`config.mk`:
```
export PLATFORM = sky130hd
export DESIGN_NAME = button_debounce
export DESIGN_NICKNAME = d
export VERILOG_FILES = /design/src/rtl/button_debounce.sv
export SDC_FILE = /design/constraint.sdc
export NUM_CORES = 1
export LEC_CHECK = 0
export CORE_UTILIZATION = 60
export DETAILED_ROUTE_END_ITERATION = 8
export PLACE_DENSITY_LB_ADDON = 0.12
export SYNTH_ARGS = -nofsm -noshare
export SYNTH_HDL_FRONTEND = slang
export SYNTH_SLANG_ARGS = --single-unit
export TNS_END_PERCENT = 100
```
`constraint.sdc`:
```
create_clock -name CLK -period 2.4 [get_ports CLK]
set_input_delay 0.48 -clock CLK [delete_from_list [all_inputs] [get_ports CLK]]
set_output_delay 0.48 -clock CLK [all_outputs]
set_load 0.005 [all_outputs]
```
`src/rtl/button_debounce.sv`:
```
// button_debounce
// Conditions a raw, asynchronous, bouncing board input into a clean level in
// the CLK domain, and emits one-cycle RISE/FALL pulses when that level flips.
//   I -> SYNC_STAGES-flop synchronizer -> S -> STABLE/CHECK FSM + N-bit counter
// A new level on S must disagree with O for 2^N+1 consecutive samples (the
// sample that enters CHECK plus 2^N counted ones) before it is committed, so O
// moves SYNC_STAGES + 2^N edges after I is first sampled at its new value.
// SYNC_STAGES must lie in 2..4; INIT is the level held by O and the
// synchronizer while RESETN is low.

module button_debounce #(
    parameter int N           = 16,
    parameter int SYNC_STAGES = 2,
    parameter bit INIT        = 1'b0
) (
    input  logic CLK,
    input  logic RESETN,
    input  logic I,
    output logic O,
    output logic RISE,
    output logic FALL,
    output logic BUSY
);

    typedef enum logic {
        STABLE = 1'b0,
        CHECK  = 1'b1
    } state_t;

    logic [SYNC_STAGES-1:0] sync;
    logic                   s;
    state_t                 state;
    logic [N-1:0]           count;

    // Only the last synchronizer stage is allowed to reach the FSM.
    assign s = sync[SYNC_STAGES-1];

    // Shift the raw pin through the synchronizer chain.
    always_ff @(posedge CLK or negedge RESETN) begin
        if (!RESETN) begin
            sync <= {SYNC_STAGES{INIT}};
        end else begin
            // NOTE: state registers use non-blocking assignments so every flop
            // samples the pre-edge value of its neighbour, giving a true shift.
            sync <= {sync[SYNC_STAGES-2:0], I};
        end
    end

    // Debounce FSM: qualify a disagreement between S and O for 2^N+1 samples,
    // then commit it to O and fire the matching edge pulse.
    always_ff @(posedge CLK or negedge RESETN) begin
        if (!RESETN) begin
            state <= STABLE;
            count <= '0;
            O     <= INIT;
            RISE  <= 1'b0;
            FALL  <= 1'b0;
        end else begin
            // NOTE: pulses default low every cycle and are only raised on the
            // commit cycle, which makes them exactly one clock wide.
            RISE <= 1'b0;
            FALL <= 1'b0;
            case (state)
                STABLE: begin
                    count <= '0;
                    if (s != O) begin
                        state <= CHECK;
                    end
                end
                CHECK: begin
                    if (s == O) begin
                        // Single agreeing sample: treat the change as a bounce.
                        state <= STABLE;
                        count <= '0;
                    end else if (&count) begin
                        // Terminal count reached: the new level has held long enough.
                        O     <= s;
                        RISE  <= s;
                        FALL  <= ~s;
                        state <= STABLE;
                        count <= '0;
                    end else begin
                        count <= count + 1'b1;
                    end
                end
            endcase
        end
    end

    // BUSY is a pure decode of the FSM state, so it carries no path from I.
    assign BUSY = (state == CHECK);

endmodule

```
---- After elaboration in Yosys (flattened, before gate mapping) ----
Index checks and enable logic that the tools add are counted.
W data, S select, Z words.
cells by class
  $add $sub $neg .......................... 1
  $mul .................................... 0
  divide/modulo/power cells ............... 0
  $lt $le $gt $ge ......................... 0
  equal/unequal tests ..................... 2
  shift operators ......................... 0
  muxes and demuxes ....................... 13
  bitwise logic cells ..................... 3
  reduce and logical (&&, ||, !) cells .... 2
operator list
  operator                 count
  $mux W16                 2
  $pmux W16 S2             1
  $reduce_and A18 Y1       1
  $add A16 B1 Y16 const B  1
  $reduce_and A16 Y1       1
  $mux W1                  9
  $not A1 Y1               3
  $pmux W1 S2              1
  $eq A1 B1 Y1             1
  $ne A1 B1 Y1             1
word-level totals
  bits in registers ....................... 22
  latch bits .............................. 0
  RAM bits ................................ 0
  ROM bits ................................ 0
  input port bits ......................... 3
  output and inout port bits .............. 4
  logic and storage cells ................. 27
  memories kept ........................... 0

---- Logic depth before layout (Yosys ltp) ----
Gate-level depths: netlist of run 1.
  word-level depth ........................ 4
  depth in mapped cells ................... 6
  depth with buffers taken out ............ 5

---- Worst setup path before layout of run 1 ----
No wires, ideal clock.
  path kind ............................... register to register
  start point ............................. reg count[0]
  end point ............................... reg O
  library setup time ...................... 128 ps
  arrival time ............................ 1445 ps
  data required time ...................... 2273 ps
  path slack .............................. 828 ps
  cell stages (with the launch flop) ...... 6
  buffers on the path ..................... 0
  period minus slack after synthesis ...... 1572 ps
  path through ............................ dfrtp_1 -> ha_1 -> nand4_1 -> nor2_1 -> nand4_1 -> mux2_1
on the way
  word-level cells in the longest chain between the ends .. 1
RTL lines
  item                          RTL line  RTL
  start: declaration            33        logic [N-1:0] count;
  start signal: assignment      83        count <= count + 1'b1;
  $reduce_and A18 Y1 (no line)  n/a
  end signal: assignment        77        O <= s;
  end: declaration              19        output logic O,
No other way between the ends.
A chain may end at the register's enable or synchronous reset.

---- Worst setup path after layout of run 1 ----
Same ends and word-level chain as after synthesis.

==> report_table.html, run 1 <==
<table>
<tr><th>Metric</th><th>Value</th></tr>
<tr><th colspan="2">Worst setup path</th></tr>
<tr><td>Data arrival time of the critical path</td><td>1940 ps</td></tr>
<tr><td>Library cell appearing most often on the critical path</td><td>sky130_fd_sc_hd__nand4_1</td></tr>
<tr><td>Kind of cell adding the most delay to the critical path</td><td>simple AND/OR/NAND/NOR gates</td></tr>
<tr><td>Worst Path Class, Setup</td><td>flip-flop to flip-flop</td></tr>
<tr><td>Cell chain of the critical path</td><td>ha_1 &gt; nand4_1 &gt; nor2_1 &gt; nand4_1 &gt; mux2_1</td></tr>
<tr><td>Required time at the worst-slack endpoint</td><td>2590 ps</td></tr>
<tr><td>Largest fanout on the critical path</td><td>5</td></tr>
<tr><td>Critical Path Max Stage Delay</td><td>approximately 420 ps</td></tr>
<tr><td>Startpoint Class</td><td>flip-flop</td></tr>
<tr><td>Library cell contributing the largest single delay on the critical path</td><td>sky130_fd_sc_hd__dfrtp_1</td></tr>
<tr><td>Buffers and inverters on the worst path</td><td>0</td></tr>
<tr><td>Capturing element type of the critical path</td><td>flip-flop</td></tr>
<tr><th colspan="2">Clocking</th></tr>
<tr><td>Clock latency on the worst-skew pair</td><td>300 ps</td></tr>
<tr><td>Hold buffer count at cts</td><td>0</td></tr>
<tr><td>Post-CTS clock slew at the launch and capture registers of the worst setup and hold paths</td><td>110 ps</td></tr>
<tr><td>CTS tree</td><td>yes</td></tr>
<tr><td>Post-CTS setup buffer count</td><td>0</td></tr>
<tr><td>Number of clock sinks seen by CTS</td><td>22</td></tr>
<tr><td>Post-cts resize count</td><td>0</td></tr>
<tr><td>Number of clock buffers inserted by TritonCTS</td><td>3</td></tr>
<tr><td>Clock H-tree levels</td><td>1</td></tr>
<tr><td>Max clock buf depth</td><td>2</td></tr>
<tr><td>Clock root buffer master</td><td>sky130_fd_sc_hd__clkbuf_4</td></tr>
<tr><th colspan="2">Synthesis</th></tr>
<tr><td>Yosys top cell by area</td><td>sky130_fd_sc_hd__dfrtp_1</td></tr>
<tr><td>Leading register cell type out of synthesis</td><td>sky130_fd_sc_hd__dfrtp_1</td></tr>
<tr><td>Number of synthesized flops with an enable pin</td><td>0</td></tr>
<tr><td>Fraction of post-synthesis cell area in the top cell type by area</td><td>0.551</td></tr>
<tr><td>Most frequent cells after synthesis</td><td>22 x sky130_fd_sc_hd__dfrtp_1, 18 x sky130_fd_sc_hd__nor2_1, 11 x sky130_fd_sc_hd__xnor2_1</td></tr>
<tr><td>Gate count of the mapped netlist</td><td>96</td></tr>
<tr><td>Share of async-settable or async-resettable flops after synthesis</td><td>1.00</td></tr>
<tr><td>Average cell area after synthesis</td><td>10.4 um^2</td></tr>
<tr><td>Number of warnings issued by yosys</td><td>0</td></tr>
<tr><td>Cells taking the most area after synthesis</td><td>sky130_fd_sc_hd__dfrtp_1 55%, sky130_fd_sc_hd__xnor2_1 9.6%, sky130_fd_sc_hd__nor2_1 6.8%</td></tr>
<tr><td>Total nets after synthesis</td><td>100</td></tr>
<tr><td>Yosys reg bits</td><td>22</td></tr>
<tr><td>Distinct cell type count after synthesis</td><td>22</td></tr>
<tr><td>Dominant cell by count in the synthesized netlist</td><td>sky130_fd_sc_hd__dfrtp_1</td></tr>
<tr><td>Sequential share of the synthesized area</td><td>0.551</td></tr>
<tr><td>Mapped Area</td><td>998 um^2</td></tr>
<tr><th colspan="2">Die</th></tr>
<tr><td>I/O pins</td><td>7</td></tr>
<tr><td>Area of the die</td><td>0.00183 mm^2</td></tr>
<tr><td>Floorplan core area</td><td>approximately 0.0015 mm^2</td></tr>
<tr><td>Number of placement rows</td><td>14</td></tr>
<tr><td>Initial Util</td><td>0.655</td></tr>
<tr><td>Die span in y</td><td>42.8 um</td></tr>
<tr><td>Die Span X</td><td>42.8 um</td></tr>
<tr><th colspan="2">Placed design</th></tr>
<tr><td>Global placer's final weighted congestion</td><td>0.860</td></tr>
<tr><td>Setup WS pre-CTS</td><td>652 ps</td></tr>
<tr><td>Placed wire-length estimate after detailed placement</td><td>about 1100 um</td></tr>
<tr><td>Dpl cells</td><td>between 100 and 150</td></tr>
<tr><td>Count of buffers inserted at the top-level ports</td><td>6</td></tr>
<tr><th colspan="2">Detailed routing</th></tr>
<tr><td>Sum of routed wire length over all layers</td><td>between 1000 and 1500 um</td></tr>
<tr><td>Vias per Instance</td><td>~5.4</td></tr>
<tr><td>Iteration-0 DRC Markers</td><td>3</td></tr>
<tr><td>Residual DRC count</td><td>0</td></tr>
<tr><td>Router iterations before antenna repair</td><td>4</td></tr>
<tr><td>Vias</td><td>662</td></tr>
<tr><td>Detail-routed net length per standard cell</td><td>12.2 um</td></tr>
<tr><td>Post-DRT Antenna Nets</td><td>0</td></tr>
<tr><th colspan="2">Global route</th></tr>
<tr><td>GRT Resource Usage Total</td><td>0.203</td></tr>
<tr><td>Number of global-route vias before repair</td><td>610</td></tr>
<tr><td>Maximum number of pins on one net before global-route repair</td><td>23</td></tr>
<tr><td>Number of antenna violations at the first check in global routing</td><td>0</td></tr>
<tr><td>Global-route wire length before repair</td><td>2640 um</td></tr>
<tr><td>Met1 usage</td><td>0.283</td></tr>
<tr><td>Routing layer with the top usage in global route</td><td>met2</td></tr>
<tr><td>Met3 routing resource usage after global routing</td><td>0.0255</td></tr>
<tr><td>Remaining Overflow, GRT</td><td>0</td></tr>
<tr><td>GRT met2 Usage</td><td>0.288</td></tr>
<tr><th colspan="2">Final layout</th></tr>
<tr><td>Syn-to-layout area delta</td><td>11.7%</td></tr>
<tr><td>Nets</td><td>~110</td></tr>
<tr><td>Share of final-layout standard cells stronger than drive strength 1</td><td>0.0849</td></tr>
<tr><td>Count of fill cells added during filler insertion</td><td>112</td></tr>
<tr><td>Antenna cells</td><td>0</td></tr>
<tr><td>Area taken by multi-input logic gates</td><td>425 um^2</td></tr>
<tr><td>Register cell area after layout</td><td>around 550 um^2</td></tr>
<tr><td>Number of cells in the finished layout apart from fillers</td><td>122</td></tr>
<tr><th colspan="2">Min path</th></tr>
<tr><td>Worst hold path class</td><td>flip-flop to flip-flop</td></tr>
<tr><th colspan="2">Power</th></tr>
<tr><td>Post-route total power</td><td>between 0.5 and 0.6 mW</td></tr>
<tr><td>Leakage</td><td>roughly 0.44 nW</td></tr>
<tr><td>Power share of the combinational group</td><td>0.036</td></tr>
<tr><td>Reported net switching power</td><td>around 0.12 mW</td></tr>
<tr><td>Clock Power Share</td><td>0.329</td></tr>
<tr><td>Power Density</td><td>about 530 mW/mm^2</td></tr>
<tr><td>Worst vdd rail ir drop</td><td>0.502 mV</td></tr>
<tr><td>Part of the power in registers</td><td>0.635</td></tr>
<tr><td>Internal power</td><td>0.475 mW</td></tr>
<tr><td>Share of total power consumed by net switching</td><td>0.203</td></tr>
<tr><th colspan="2">STA</th></tr>
<tr><td>Max Clock Freq</td><td>572 MHz</td></tr>
<tr><td>Remaining max-slew budget at the tightest pin</td><td>0.768</td></tr>
<tr><td>Setup repair after global routing missed its margin</td><td>no</td></tr>
<tr><td>Transition time at the pin with the least slew margin</td><td>345 ps</td></tr>
<tr><td>Number of failing setup endpoints in the final timing report</td><td>0</td></tr>
<tr><td>Number of hold violations in the final report</td><td>0</td></tr>
<tr><td>Setup TNS after final layout</td><td>0 ps</td></tr>
<tr><td>Final-report max-slew violation count</td><td>0</td></tr>
<tr><td>Final clock skew</td><td>~5.0 ps</td></tr>
<tr><td>Final worst-path cycle share</td><td>0.728</td></tr>
<tr><td>Final setup slack of the worst path</td><td>653 ps</td></tr>
<tr><td>Fin crit period</td><td>1750 ps</td></tr>
<tr><th colspan="2">Flow run</th></tr>
<tr><td>Number of max-cap violations</td><td>0</td></tr>
<tr><th colspan="2">Outcome</th></tr>
<tr><td>Status</td><td>completed</td></tr>
</table>
==> sequential cells by signal, summed over array words and instances (netlist names) <==
signal  count
sync        2
FALL        1
RISE        1
BUSY        1
O           1
count      16
==> worst register-to-register path: cells and delay by family, from the launching register on <==
family                     cells  cell delay [ps]
and+or+nand+nor                3              660
adders and majority gates      1              220
DFF                            1              420
muxes                          1              340
==> power by group through the flow <==
stage,Combinational [mW],Clock (mW),Sequential [mW]
global route,0.0253,0.215,0.379
global placement,0.0223,0,0.385
detailed placement,0.0226,0,0.386
floorplan,0.00878,0,0.385
CTS,0.0225,0.203,0.378
finish,0.0217,0.196,0.378
==> final cells by class <==
class | instances | area share
inverter | 4 | 0.0135
timing repair buffer | 7 | 0.0606
clock buffer | 4 | 0.0325
tap | 16 | 0.0180
sequential | 22 | 0.494
multi-input combinational | 69 | 0.382
==> cell usage in the layout (no fill, tap or decap), types with 2 or more instances in the layout <==
| master | synthesis | final |
|---|---|---|
| sky130_fd_sc_hd__dfrtp_1 | 22 | 22 |
| sky130_fd_sc_hd__nor2_1 | 18 | 18 |
| sky130_fd_sc_hd__xnor2_1 | 11 | 11 |
| sky130_fd_sc_hd__nand2_1 | 6 | 6 |
| sky130_fd_sc_hd__clkdlybuf4s50_1 | 0 | 6 |
| sky130_fd_sc_hd__nand4_1 | 5 | 5 |
| sky130_fd_sc_hd__nor3_1 | 5 | 5 |
| sky130_fd_sc_hd__inv_1 | 4 | 4 |
| sky130_fd_sc_hd__xor2_1 | 3 | 3 |
| sky130_fd_sc_hd__nand3_1 | 3 | 3 |
| sky130_fd_sc_hd__clkbuf_4 | 0 | 3 |
| sky130_fd_sc_hd__nand3_2 | 2 | 2 |
| sky130_fd_sc_hd__nor4_1 | 2 | 2 |
| sky130_fd_sc_hd__and4_1 | 2 | 2 |
| sky130_fd_sc_hd__and3_1 | 2 | 2 |
| sky130_fd_sc_hd__and2_1 | 2 | 2 |
| sky130_fd_sc_hd__or3_1 | 2 | 2 |
==> per-layer routing <==
layer | vias to the layer above | part of all wire
li1 | 346 | -
met1 | 305 | 0.51
met2 | 7 | 0.44
met3 | 4 | 0.019
met4 | 0 | 0.034
met5 | - | 0
==> metrics by stage <==
| step | instance area (um^2) | hold slack (ps) | utilization |
|---|---|---|---|
| 6_report | 1110 | 366 | 0.732 |
| 5_1_grt | 1110 | 382 | 0.732 |
| 4_1_cts | 1110 | 371 | 0.732 |
| 2_1_floorplan | 998 | 184 | - |
| 3_5_place_dp | 1080 | 346 | 0.708 |
| 3_3_place_gp | 1080 | 335 | 0.708 |
==> logic make-up after synthesis <==
group | Yosys count | share of synthesized area
adders and majority gates | 1 | 0.0125
xor gates and xnor gates | 14 | 0.123
and+or+nand+nor | 50 | 0.257
AOI/OAI and AO/OA | 3 | 0.0226
DFF | 22 | 0.551
muxes | 1 | 0.0113
buffers and inverters | 5 | 0.0226
==> final timing paths <==
path	from	end	slack, ps	cells after the start
max in group asynchronous	RESETN	count[8]	1690	2
min in group asynchronous	RESETN	count[13]	500	2
worst max-delay path	count[0]	O	650	5
worst min-delay path	sync[0]	sync[1]	370	0
worst min register to register	sync[0]	sync[1]	370	0
worst max register to register	count[0]	O	650	5
Note: power is estimated with default switching activity, not from simulation.
==> inputs of run 2 (changes only) <==
--- a/config.mk
+++ b/config.mk
@@ -5,7 +5,7 @@
 export SDC_FILE = /design/constraint.sdc
 export NUM_CORES = 1
 export LEC_CHECK = 0
-export CORE_UTILIZATION = 60
+export CORE_UTILIZATION = 50
 export DETAILED_ROUTE_END_ITERATION = 8
 export PLACE_DENSITY_LB_ADDON = 0.12
 export SYNTH_ARGS = -nofsm -noshare
==> constraint.sdc (replaced) <==
create_clock -name CLK -period 1.4 [get_ports CLK]
set_input_delay 0.28 -clock CLK [delete_from_list [all_inputs] [get_ports CLK]]
set_output_delay 0.28 -clock CLK [all_outputs]
set_load 0.005 [all_outputs]
==> run 2 against run 1 <==
  * The flow now finishes with violations (setup timing)
  * Register-to-register slack lost 770 ps
  * Sequential share of layout area fell by 11 points
  * Setup slack got worse by 770 ps
  * Clock power rose to 2.6 times the previous value
  * Critical path type unchanged
  * Highest routed layer unchanged
  * Sequential power increased by 71%
  * Routed wire length rose by 69%
  * Non-clock buffer count increased by 27
  * Maximum frequency is 15% higher
==> report_table.html, run 2 (synthesized netlist as in run 1, its figures left out) <==
<table>
<tr><th>Metric</th><th>Value</th></tr>
<tr><th colspan="2">Global route</th></tr>
<tr><td>GRT Resource Usage Total</td><td>0.246</td></tr>
<tr><td>Remaining Overflow, GRT</td><td>0</td></tr>
<tr><td>Number of antenna violations at the first check in global routing</td><td>0</td></tr>
<tr><td>Maximum number of pins on one net before global-route repair</td><td>23</td></tr>
<tr><td>Global-route wire length before repair</td><td>3640 um</td></tr>
<tr><td>Number of global-route vias before repair</td><td>829</td></tr>
<tr><th colspan="2">Detailed routing</th></tr>
<tr><td>Post-DRT Antenna Nets</td><td>0</td></tr>
<tr><td>Vias</td><td>871</td></tr>
<tr><td>Router iterations before antenna repair</td><td>4</td></tr>
<tr><td>Detail-routed net length per standard cell</td><td>between 15 and 20 um</td></tr>
<tr><td>Residual DRC count</td><td>0</td></tr>
<tr><td>Iteration-0 DRC Markers</td><td>9</td></tr>
<tr><td>Sum of routed wire length over all layers</td><td>2510 um</td></tr>
<tr><td>Vias per Instance</td><td>between 5 and 6</td></tr>
<tr><th colspan="2">Worst setup path</th></tr>
<tr><td>Buffers and inverters on the worst path</td><td>0</td></tr>
<tr><td>Worst Reg-to-Reg Cells</td><td>5</td></tr>
<tr><td>Library cell contributing the largest single delay on the critical path</td><td>sky130_fd_sc_hd__dfrtp_1</td></tr>
<tr><td>Capturing element type of the critical path</td><td>flip-flop</td></tr>
<tr><td>Cell chain of the critical path</td><td>ha_2 &gt; nand4_1 &gt; nor2_2 &gt; nand4_1 &gt; mux2_1</td></tr>
<tr><td>Slack of the worst reg-to-reg path</td><td>-110 ps</td></tr>
<tr><td>Startpoint Class</td><td>flip-flop</td></tr>
<tr><td>Kind of cell adding the most delay to the critical path</td><td>simple AND/OR/NAND/NOR gates</td></tr>
<tr><td>Worst r2r src</td><td>count[0]</td></tr>
<tr><td>Worst Path Class, Setup</td><td>flip-flop to flip-flop</td></tr>
<tr><td>Data arrival time of the critical path</td><td>about 1700 ps</td></tr>
<tr><td>Reg-to-Reg End</td><td>O</td></tr>
<tr><td>Library cell appearing most often on the critical path</td><td>sky130_fd_sc_hd__nand4_1</td></tr>
<tr><td>Required time at the worst-slack endpoint</td><td>1620 ps</td></tr>
<tr><td>Largest fanout on the critical path</td><td>4</td></tr>
<tr><td>Critical Path Max Stage Delay</td><td>approximately 380 ps</td></tr>
<tr><th colspan="2">Final layout</th></tr>
<tr><td>Share of final-layout standard cells stronger than drive strength 1</td><td>0.429</td></tr>
<tr><td>Antenna cells</td><td>0</td></tr>
<tr><td>Number of cells in the finished layout apart from fillers</td><td>~160</td></tr>
<tr><td>Syn-to-layout area delta</td><td>44.9%</td></tr>
<tr><td>Nets</td><td>138</td></tr>
<tr><td>Area taken by multi-input logic gates</td><td>520 um^2</td></tr>
<tr><td>Final Cell Area</td><td>~0.0014 mm^2</td></tr>
<tr><td>Leading cell type in the layout, fill and taps excluded</td><td>sky130_fd_sc_hd__buf_4</td></tr>
<tr><td>Count of fill cells added during filler insertion</td><td>119</td></tr>
<tr><td>Register cell area after layout</td><td>551 um^2</td></tr>
<tr><td>Number of flip-flops under the largest register name</td><td>16</td></tr>
<tr><td>Register with the highest flop count</td><td>count</td></tr>
<tr><td>Largest registers</td><td>count (16), sync (2)</td></tr>
<tr><td>Most frequent cells in the layout</td><td>25 x sky130_fd_sc_hd__buf_4, 22 x sky130_fd_sc_hd__dfrtp_1, 11 x sky130_fd_sc_hd__nor2_2</td></tr>
<tr><th colspan="2">Power</th></tr>
<tr><td>Part of the power in registers</td><td>0.530</td></tr>
<tr><td>Worst vdd rail ir drop</td><td>slightly below 0.8 mV</td></tr>
<tr><td>Power Density</td><td>844 mW/mm^2</td></tr>
<tr><td>Power share of the combinational group</td><td>0.056</td></tr>
<tr><td>Leakage</td><td>approximately 0.62 nW</td></tr>
<tr><td>Post-route total power</td><td>1.22 mW</td></tr>
<tr><td>Reported net switching power</td><td>around 0.26 mW</td></tr>
<tr><td>Share of total power consumed by net switching</td><td>0.211</td></tr>
<tr><td>Internal power</td><td>between 0.9 and 1 mW</td></tr>
<tr><td>Clock Power Share</td><td>0.414</td></tr>
<tr><th colspan="2">Die</th></tr>
<tr><td>Initial Util</td><td>0.554</td></tr>
<tr><td>Die span in y</td><td>46.7 um</td></tr>
<tr><td>Number of placement rows</td><td>15</td></tr>
<tr><td>Area of the die</td><td>between 0.002 and 0.0025 mm^2</td></tr>
<tr><td>Floorplan core area</td><td>0.00180 mm^2</td></tr>
<tr><td>Die Span X</td><td>46.7 um</td></tr>
<tr><td>I/O pins</td><td>7</td></tr>
<tr><th colspan="2">STA</th></tr>
<tr><td>Max Clock Freq</td><td>approximately 660 MHz</td></tr>
<tr><td>Transition time at the pin with the least slew margin</td><td>285 ps</td></tr>
<tr><td>Number of failing setup endpoints in the final timing report</td><td>17</td></tr>
<tr><td>Fin crit period</td><td>1510 ps</td></tr>
<tr><td>Final worst-path cycle share</td><td>1.08</td></tr>
<tr><td>Setup repair after global routing missed its margin</td><td>yes</td></tr>
<tr><td>Final setup slack of the worst path</td><td>-115 ps</td></tr>
<tr><td>Final clock skew</td><td>0.887 ps</td></tr>
<tr><td>Remaining max-slew budget at the tightest pin</td><td>0.808</td></tr>
<tr><td>Number of hold violations in the final report</td><td>0</td></tr>
<tr><td>Final-report max-slew violation count</td><td>0</td></tr>
<tr><th colspan="2">Clocking</th></tr>
<tr><td>Number of clock sinks seen by CTS</td><td>22</td></tr>
<tr><td>Number of clock buffers inserted by TritonCTS</td><td>3</td></tr>
<tr><td>Clock latency on the worst-skew pair</td><td>320 ps</td></tr>
<tr><td>Clock root buffer master</td><td>sky130_fd_sc_hd__clkbuf_4</td></tr>
<tr><td>Post-CTS clock slew at the launch and capture registers of the worst setup and hold paths</td><td>130 ps</td></tr>
<tr><td>CTS tree</td><td>yes</td></tr>
<tr><td>Hold buffer count at cts</td><td>0</td></tr>
<tr><td>Max clock buf depth</td><td>2</td></tr>
<tr><td>Clock H-tree levels</td><td>1</td></tr>
<tr><th colspan="2">Min path</th></tr>
<tr><td>Worst hold path class</td><td>primary input to async pin</td></tr>
<tr><th colspan="2">Placed design</th></tr>
<tr><td>Placed wire-length estimate after detailed placement</td><td>1550 um</td></tr>
<tr><td>Dpl cells</td><td>149</td></tr>
<tr><td>Global placer's final weighted congestion</td><td>0.764</td></tr>
<tr><td>Count of buffers inserted at the top-level ports</td><td>6</td></tr>
<tr><td>Placed Instance Area</td><td>0.00126 mm^2</td></tr>
<tr><th colspan="2">Flow run</th></tr>
<tr><td>Number of max-cap violations</td><td>0</td></tr>
<tr><th colspan="2">Outcome</th></tr>
<tr><td>Violated checks</td><td>setup timing</td></tr>
<tr><td>Status</td><td>complete, but fails checks</td></tr>
</table>
run 2: changes by cell type in the layout (fill, tap and decap cells not counted), sizes merged:
cell	previous run	this run
dlygate4sd2	0	4
clkbuf	4	3
bufinv	0	1
clkdlybuf4s50	6	2
buf	1	28
run 2: metrics by stage:
step	hold WS, ps	utilization	setup WS [ps]	setup TNS, ps
floorplan	-15.6	-	-85.2	-610
global placement	333	0.699	-32.3	-50.3
detailed placement	336	0.699	-104	-252
CTS	303	0.769	-86.4	-734
global route	313	0.803	-197	-2120
finish	282	0.803	-115	-659
run 2: final cells by class:
cell class                      count  share of cell area
Sequential cell                    22               0.381
Multi-Input combinational cell     69               0.360
Timing Repair Buffer               34               0.191
Tap cell                           25              0.0216
Clock inverter                      1              0.0208
Clock buffer                        3              0.0156
Inverter                            4              0.0104
run 2: worst max path at each step:
stage | startpoint | end | slack [ps] | depth (start not counted)
after floorplan | count[0] | O | -90 | 5
after global placement | count[1] | count[14] | -30 | 5
after detailed placement | count[1] | count[10] | -100 | 6
after CTS | count[0] | O | -90 | 5
after global routing | count[0] | count[14] | -200 | 6
final | count[0] | O | -110 | 5
run 2: per-layer routing:
| metal | part of all wire | track usage |
|---|---|---|
| met5 | 0 | 0 |
| met4 | 0.022 | 0.120 |
| met3 | 0.045 | 0.0431 |
| met2 | 0.51 | 0.383 |
| met1 | 0.42 | 0.328 |
run 2: what timing repair did:
item	4_1_cts	5_1_grt
setup endpoints to repair	20	20
buffers inserted	3	2
resized for setup	19	10
pin swaps	10	6
hold endpoints to repair	0	0
run 2: power groups by stage:
| stage | sequential, mW | combinational, mW | clock, mW |
|---|---|---|---|
| floorplan | 0.660 | 0.0166 | 0 |
| global placement | 0.659 | 0.0548 | 0 |
| detailed placement | 0.660 | 0.0556 | 0 |
| CTS | 0.647 | 0.0643 | 0.499 |
| global route | 0.648 | 0.0744 | 0.527 |
| finish | 0.647 | 0.0684 | 0.505 |
